### config.mk
export PLATFORM = sky130hd
export DESIGN_NAME = video_timing_gen
export DESIGN_NICKNAME = d
export VERILOG_FILES = /design/src/rtl/video_timing_pkg.sv /design/src/rtl/video_delay_line.sv /design/src/rtl/video_timing_gen.sv
export SDC_FILE = /design/constraint.sdc
export NUM_CORES = 1
export LEC_CHECK = 0
export ABC_AREA = 1
export BUFFER_PORTS_ARGS = -buffer_cell sky130_fd_sc_hd__buf_2
export CAP_MARGIN = 25
export CORE_MARGIN = 5
export CORE_UTILIZATION = 40
export CTS_CLUSTER_DIAMETER = 150
export DETAILED_ROUTE_END_ITERATION = 8
export PLACE_DENSITY_LB_ADDON = 0.12
export SYNTH_ARGS = -nofsm -noshare
export SYNTH_HDL_FRONTEND = slang
export SYNTH_SLANG_ARGS = --single-unit
### constraint.sdc
create_clock -name pclk -period 1.5 [get_ports pclk]
set_input_delay 0.15 -clock pclk [delete_from_list [all_inputs] [get_ports pclk]]
set_output_delay 0.15 -clock pclk [all_outputs]
set_load 0.02 [all_outputs]
### src/rtl/video_timing_pkg.sv
// Shared presets, RGB packing and total-count helpers for video_timing_gen.
package video_timing_pkg;

    // 640x480@60 (25.175 MHz pixel clock).
    localparam int VGA_H_ACTIVE = 640;
    localparam int VGA_H_FP     = 16;
    localparam int VGA_H_SYNC   = 96;
    localparam int VGA_H_BP     = 48;
    localparam int VGA_V_ACTIVE = 480;
    localparam int VGA_V_FP     = 10;
    localparam int VGA_V_SYNC   = 2;
    localparam int VGA_V_BP     = 33;

    // 256x240 NES picture doubled to 512x480, centred in the 640x480@60 raster.
    localparam int NES_H_ACTIVE = 512;
    localparam int NES_H_FP     = 80;
    localparam int NES_H_SYNC   = 96;
    localparam int NES_H_BP     = 112;
    localparam int NES_V_ACTIVE = 480;
    localparam int NES_V_FP     = 10;
    localparam int NES_V_SYNC   = 2;
    localparam int NES_V_BP     = 33;

    typedef struct packed {
        logic [7:0] blue;
        logic [7:0] green;
        logic [7:0] red;
    } rgb_t;

    typedef struct packed {
        logic hsync;
        logic vsync;
        logic blank;
        logic line_start;
        logic frame_start;
    } timing_t;

    function automatic int line_total(int active, int fp, int sync, int bp);
        return active + fp + sync + bp;
    endfunction

endpackage

### src/rtl/video_delay_line.sv
// Width/depth parameterised register chain with synchronous reset value; DEPTH 0 is a wire.
module video_delay_line #(
    parameter int               WIDTH   = 1,
    parameter int               DEPTH   = 1,
    parameter logic [WIDTH-1:0] RST_VAL = '0
) (
    input  logic             pclk,
    input  logic             rst,
    input  logic [WIDTH-1:0] d,
    output logic [WIDTH-1:0] q
);

    generate
        if (DEPTH == 0) begin : g_pass
            logic unused_ok;
            assign unused_ok = pclk ^ rst;
            assign q         = d;
        end else begin : g_chain
            logic [WIDTH-1:0] stage [DEPTH];

            // NOTE: every stage is reset, not just the last one, so no stale
            // pre-reset timing can drain out after rst falls.
            always_ff @(posedge pclk) begin
                if (rst) begin
                    for (int i = 0; i < DEPTH; i++) stage[i] <= RST_VAL;
                end else begin
                    stage[0] <= d;
                    for (int i = 1; i < DEPTH; i++) stage[i] <= stage[i-1];
                end
            end

            assign q = stage[DEPTH-1];
        end
    endgenerate

endmodule

### src/rtl/video_timing_gen.sv
// Raster timing generator with sync/blank/strobes aligned to a PIX_LAT-late pixel source.
// Optional post-reset startup hold when VIDEO_TIMING_STARTUP_EN is defined.
module video_timing_gen
    import video_timing_pkg::*;
#(
    parameter int H_ACTIVE       = 640,
    parameter int H_FP           = 16,
    parameter int H_SYNC         = 96,
    parameter int H_BP           = 48,
    parameter int V_ACTIVE       = 480,
    parameter int V_FP           = 10,
    parameter int V_SYNC         = 2,
    parameter int V_BP           = 33,
    parameter bit HSYNC_POL      = 1'b0,
    parameter bit VSYNC_POL      = 1'b0,
    parameter int CNT_W          = 11,
    parameter int PIX_LAT        = 1,
    parameter int STARTUP_CYCLES = 3204
) (
    input  logic             pclk,
    input  logic             rst,
    input  logic             en,
    input  logic [23:0]      rgb_in,
    output logic [CNT_W-1:0] x,
    output logic [CNT_W-1:0] y,
    output logic             active,
    output logic [23:0]      rgb_out,
    output logic             hsync_out,
    output logic             vsync_out,
    output logic             blank_out,
    output logic             line_start,
    output logic             frame_start
);

    localparam int H_TOTAL = line_total(H_ACTIVE, H_FP, H_SYNC, H_BP);
    localparam int V_TOTAL = line_total(V_ACTIVE, V_FP, V_SYNC, V_BP);

    localparam logic [CNT_W-1:0] H_LAST = CNT_W'(H_TOTAL - 1);
    localparam logic [CNT_W-1:0] V_LAST = CNT_W'(V_TOTAL - 1);
    localparam logic [CNT_W-1:0] H_VIS  = CNT_W'(H_ACTIVE);
    localparam logic [CNT_W-1:0] V_VIS  = CNT_W'(V_ACTIVE);
    localparam logic [CNT_W-1:0] HS_BEG = CNT_W'(H_ACTIVE + H_FP);
    localparam logic [CNT_W-1:0] HS_END = CNT_W'(H_ACTIVE + H_FP + H_SYNC);
    localparam logic [CNT_W-1:0] VS_BEG = CNT_W'(V_ACTIVE + V_FP);
    localparam logic [CNT_W-1:0] VS_END = CNT_W'(V_ACTIVE + V_FP + V_SYNC);

    localparam timing_t IDLE = '{
        hsync:       ~HSYNC_POL,
        vsync:       ~VSYNC_POL,
        blank:       1'b1,
        line_start:  1'b0,
        frame_start: 1'b0
    };

    logic [CNT_W-1:0] h, v;
    logic             step;
    timing_t          dec, dly, t_q;
    rgb_t             rgb_q;

`ifdef VIDEO_TIMING_STARTUP_EN
    localparam int SU_W = (STARTUP_CYCLES > 0) ? $clog2(STARTUP_CYCLES + 1) : 1;

    logic [SU_W-1:0] su_cnt;
    logic            su_done;

    assign su_done = (su_cnt == SU_W'(STARTUP_CYCLES));

    always_ff @(posedge pclk) begin
        if (rst)           su_cnt <= '0;
        else if (!su_done) su_cnt <= su_cnt + 1'b1;
    end

    assign step = en & su_done;
`else
    assign step = en;
`endif

    // NOTE: sequential state uses non-blocking assignments so every register
    // samples pre-edge values regardless of statement order.
    always_ff @(posedge pclk) begin
        if (rst) begin
            h <= '0;
            v <= '0;
        end else if (step) begin
            if (h == H_LAST) begin
                h <= '0;
                v <= (v == V_LAST) ? '0 : v + 1'b1;
            end else begin
                h <= h + 1'b1;
            end
        end
    end

    assign x      = h;
    assign y      = v;
    assign active = (h < H_VIS) && (v < V_VIS);

    // NOTE: defaults first so every path assigns every field and no latch forms.
    always_comb begin
        dec             = IDLE;
        dec.hsync       = (h >= HS_BEG && h < HS_END) ? HSYNC_POL : ~HSYNC_POL;
        dec.vsync       = (v >= VS_BEG && v < VS_END) ? VSYNC_POL : ~VSYNC_POL;
        dec.blank       = ~active;
        dec.line_start  = (h == '0);
        dec.frame_start = (h == '0) && (v == '0);
    end

    // The decoded bundle waits PIX_LAT cycles so it meets rgb_in of the same x/y,
    // then both are registered together, giving PIX_LAT+1 total latency.
    video_delay_line #(
        .WIDTH   ($bits(timing_t)),
        .DEPTH   (PIX_LAT),
        .RST_VAL (IDLE)
    ) u_delay (
        .pclk (pclk),
        .rst  (rst),
        .d    (dec),
        .q    (dly)
    );

    always_ff @(posedge pclk) begin
        if (rst) begin
            t_q   <= IDLE;
            rgb_q <= '0;
        end else begin
            t_q   <= dly;
            rgb_q <= dly.blank ? '0 : rgb_t'(rgb_in);
        end
    end

    assign rgb_out     = rgb_q;
    assign hsync_out   = t_q.hsync;
    assign vsync_out   = t_q.vsync;
    assign blank_out   = t_q.blank;
    assign line_start  = t_q.line_start;
    assign frame_start = t_q.frame_start;

endmodule
# Yosys cells after proc, flatten, opt, wreduce, memory -nomap -nowiden
# Memory sizes are Yosys's and may differ from the RTL's.
# Cells that the tools add are included.
# totals
register_bits,51
elab_cells,40
memories,1
in_bits,27
mem_bits_rw,5
out_inout_bits,52
# mem_list
name,depth,word_bits,read_ports,rd_ports_with_merged_regs,wr,line_no,source
u_delay.g_chain.stage,1,5,1,0,1,video_delay_line.sv:19,logic [WIDTH-1:0] stage [DEPTH];
# op_classes
addsub,2
reduce_logical,9
bitwise_logic,1
n_lt_le_gt_ge,6
mux,9
eq_ne,2
# op_table
op,n
adder 11 x 1 -> 11 bit (second input constant),2
equality test 11 x 10 -> 1 bit (second input constant),2
logical NOT 11 bit,2
less-than comparator 11 x 10 -> 1 bit (second input constant),2
less-than comparator 11 x 9 -> 1 bit (second input constant),2
two-way mux 11 bit,2
greater-or-equal comparator 11 x 10 -> 1 bit (second input constant),1
greater-or-equal comparator 11 x 9 -> 1 bit (second input constant),1
two-way mux 1 bit,6
two-way mux 5 bit,1
OR reduction 5 bit,1
logical AND 1 bit,4
AND reduction 2 bit,1
OR reduction 2 bit,1
NOT 1 bit,1

# Depth between registers and ports, before layout
# logic_depth
ltp_word,4
depth_mapped,9
mapped_depth_nobuf,9

# Hierarchy
# From an unflattened synthesis, not the netlist that was laid out.
# unflattened
cells_unflattened,317
hier_area_um2,2303.5
# modules_own_cells
module,seq_area_each_um2,instances,cells_each,area_per_inst_um2
video_timing_gen,1021.0,1,301,2162.1
video_delay_line,100.1,1,16,141.4

# Least setup slack after synthesis
# OpenSTA, ideal clock, no wires.
# synth_timing
path_type,register to register
from,register h[0] (netlist: x[0])
to,register v[6] (netlist: y[6])
setup_time_ns,0.127
required_time_ns,1.373
stages_incl_launch_ff,10
arrival_time_ns,1.358
n_path_buf,1
period_less_slack_ns,1.485
slack_ns,0.015
cell_sequence,dfxtp_1 ha_1 nand3_2 inv_1 nand3_2 buf_6 nand2_1 inv_1 nor2_1 nor2_1
# synth_via
elab_chain_len,2
# synth_lines
element,line_no,source
from (decl),video_timing_gen.sv:55,"logic [CNT_W-1:0] h, v;"
from (signal assigned),video_timing_gen.sv:89,h <= h + 1'b1;
equality test 11 x 10 -> 1 bit,video_timing_gen.sv:85,if (h == H_LAST) begin
AND reduction 2 bit (no line),-,
to (signal assigned),video_timing_gen.sv:87,v <= (v == V_LAST) ? '0 : v + 1'b1;
to (decl),video_timing_gen.sv:55,
# No other way between the ends.
# A chain may end at the register's enable or synchronous reset.

# Worst setup path after layout
# layout_timing
from,register v[10] (netlist: y[10])
to,output port active
# layout_via
elab_chain_len,2
# layout_lines
element,line_no,source
less-than comparator 11 x 9 -> 1 bit,video_timing_gen.sv:96,assign active = (h < H_VIS) && (v < V_VIS);
logical AND 1 bit,video_timing_gen.sv:96,
to (decl),video_timing_gen.sv:26,"output logic active,"
# No other way between the ends.

==> impl_summary.log <==
INFO  metric result_of_the_run = completed
INFO  metric setup.worst_path.start_class = flip-flop
INFO  metric finalClockSkew = approximately 3.1 ps
INFO  metric static-leakage-power = ~1.5 nW
INFO  metric grt_max_degree = 26
INFO  metric critical_path.reg2reg.startpoint = x[0]
INFO  metric reg2reg_to = y[6]
INFO  metric r2r_setup_slack = around 110 ps
INFO  metric cp_data_required_time = around 1400 ps
INFO  metric areaGrowthSynthToFinish = 31.1%
INFO  metric ys_ff_latch = 56
INFO  metric layout.nets = 431
INFO  metric wp_data_arrival = roughly 1300 ps
INFO  metric post_drt_wl_per_cell = 11.2 um
INFO  metric clk_pin_slew = about 90 ps
INFO  metric ys_types = 28
INFO  metric maxCapViolations = 0
INFO  metric post-route-min-period = around 1400 ps
INFO  metric layout-drive-gt1-share = a little under a third
INFO  metric power_per_cell_area = roughly 860 nW/um2
INFO  metric p_int = around 1.9 mW
INFO  metric buffers_on_ports = 78
INFO  metric achievable-frequency = about 0.7 GHz
INFO  metric design.core.area = 5510 um2
INFO  metric power.share.clock = between 30% and 40%
INFO  metric seq_area_frac_synth = between 40% and 50%
INFO  metric clk-insertion-delay-late = about 300 ps
INFO  metric vias = 2068
INFO  metric syn_nets = 338
INFO  metric die_w = 85.4 um
INFO  metric cts_buffers = 5
INFO  metric cell_area_after_technology_mapping = 2270 um2
INFO  metric rsz0062_at_grt = false
INFO  metric clk_root_buffer_cell = sky130_fd_sc_hd__clkbuf_8
INFO  metric rows = 27
INFO  metric netlist_instances = slightly above 300
INFO  metric netSwitchingFraction = between 20% and 30%
INFO  metric placed_cells = around 460
INFO  metric switchingPower = around 0.63 mW
INFO  metric first_pass_iters = 4
INFO  metric finalHoldViolCount = 0
INFO  metric worstRegToRegCells = 9
INFO  metric finish.cell_count_without_fillers = ~470
INFO  metric fillers = roughly 550
INFO  metric crit_path_max_fanout = 4
INFO  metric hold_buffers = 0
INFO  metric hpwlAfterDp = 4100 um
INFO  metric design.die.area = approximately 7300 um2
INFO  metric layout.cells.most_common_list = 77 x sky130_fd_sc_hd__buf_2, 62 x sky130_fd_sc_hd__nor2_1, 56 x sky130_fd_sc_hd__inv_1
INFO  metric worst_slew_pin_slew = ~430 ps
INFO  metric grt_use_total = roughly 14%
INFO  metric critPathMaxStageDelay = approximately 350 ps
INFO  metric grt_first_pass_wirelength = 8630 um
INFO  metric final-max-slew-violation-count = 0
INFO  metric vdd_drop_max = 0.000368 V
INFO  metric initial_antenna_violation_count = 0
INFO  metric timing.slew.headroom = 71.3%
INFO  metric cell_chain_of_the_critical_path = or2_4 > nor3_4 > buf_6
INFO  metric clock_tree_from_tritoncts = built
INFO  metric ioPinCount = 79
INFO  metric power.share.sequential = between 50% and 60%
INFO  metric die_h = roughly 85 um
INFO  metric via_per_inst = approximately 4.4
INFO  metric grt-ovfl-total = 0
INFO  metric hold_end = rgb_out[21]
INFO  metric initial_core_util = 41.3%
INFO  metric ys_warn_count = 0
INFO  metric clk_path_buf_depth = 2
INFO  metric stdcell_area = between 2000 and 3000 um2
INFO  metric min_delay_path_depth = 3
INFO  metric gp_routability_congestion = 0.850
INFO  metric post_dp_cell_area = ~2800 um2
INFO  metric worstSetupPathType = flip-flop to output port
INFO  metric remaining_drc_errors = 0
INFO  metric final_antenna_net_count = 0
INFO  metric drt_iter0_markers = between 50 and 60
INFO  metric final_min_period_over_clock_period = between 90% and 100%
INFO  metric holdCritPathClass = input pin to flip-flop
INFO  metric crit_path_top_delay_cell = sky130_fd_sc_hd__dfxtp_2
INFO  metric finalSetupViolations = 0
INFO  metric routed_wire_length = between 5000 and 6000 um
INFO  metric num_antenna_cells = 0
INFO  metric critical_hold_path_startpoint = rgb_in[21]
INFO  metric post-layout-total-power = around 2.6 mW
INFO  metric layout_commonest_cell = sky130_fd_sc_hd__buf_2
INFO  metric syn-mean-instance-area = between 7 and 8 um2
INFO  metric level_count_of_the_clock_h_tree = 2
INFO  metric setup.worst_path.end_class = output port
INFO  metric first_global_vias = about 1.9k
INFO  metric cts_sinks = 56
INFO  metric comb_power_share = 8.4%
## synth_stat cells (all sizes together)
library cell,n,share of area [%]
nor2,73,13
inv,57,9.4
nand2,57,9.6
dfxtp,56,49
nand3,20,4.8
nor3,6,1.3
o21ai,6,1.3
ha,4,2.2
nand4,4,1.1
or2,4,1.1
buf,3,0.94
xor2,3,1.2
a21oi,2,0.44
clkbuf,2,0.33
nor3b,2,0.66
o21bai,2,0.99
a21boi,1,0.33
a31oi,1,0.28
and2,1,0.28
nand3b,1,0.33
nor4,1,0.28
o22ai,1,0.28
## worst max-delay path by stage
stage | startpoint | to
2_1_floorplan | x[0] | y[6]
3_3_place_gp | y[0] | y[10]
3_5_place_dp | y[0] | y[10]
4_1_cts | y[10] | active
5_1_grt | x[0] | y[4]
6_report | y[10] | active
## state kept, by name, indices dropped and copies added (netlist names)
signal / count
frame_start: 1
u_delay.g_chain.stage: 5
blank_out: 1
line_start: 1
vsync_out: 1
rgb_out: 24
x: 11
y: 11
hsync_out: 1
## cell families (layout without fill, tap and decap cells)
family	Yosys count	after routing	share of synthesized area, %
xor+xnor	3	3	1.16
buf+inv	62	156	10.7
simple gates	169	169	33.0
flops	56	56	49.3
compound gates	13	13	3.63
fa+ha+maj	4	4	2.20
## power groups by stage
stage	sequential (mW)	clock, mW	combinational, mW
floorplan	1.62	0	0.0729
global placement	1.57	0	0.217
CTS	1.54	0.862	0.220
global route	1.55	0.911	0.245
finish	1.54	0.815	0.217
detailed placement	1.57	0	0.220
## area by class of cell
class / instances / area, um2 / area share, %
multi-input combinational: 189 / 952 / 31.9
clock inverter: 2 / 16.3 / 0.546
sequential: 56 / 1130 / 37.9
tap: 72 / 90.1 / 3.02
timing repair buffer: 91 / 507 / 17.0
inverter: 57 / 214 / 7.18
clock buffer: 6 / 72.6 / 2.43
## worst max-delay path: cells and delay by family, from the launching register on
family	cells	cell delay [ps]
buffers and inverters	1	150
DFF	1	350
and+or+nand+nor	2	480
## metrics by stage
step                utilization [%]  TNS, ps  hold WS (ps)  worst slack [ps]
floorplan                         -        0           257              14.9
global placement               51.4        0           361              9.76
detailed placement             51.4    -31.4           369             -30.5
CTS                            53.5        0          27.9              12.6
global route                   54.1        0          20.9              9.50
finish                         54.1        0          44.7              70.9
## routing by layer
layer / up-vias / part of all wire, % / global-route usage [%]
li1: 1102 / - / -
met1: 899 / 46 / 18.2
met2: 60 / 45 / 24.0
met3: 7 / 7.5 / 4.27
met4: 0 / 0.98 / 3.88
met5: - / 0 / 0
## what timing repair did
action | CTS | global route
resized for setup | 9 | 12
setup endpoints to repair | 3 | 10
setup buffers | 0 | 1
pin swaps | 1 | 1
Power figures use the tool's default switching activity.
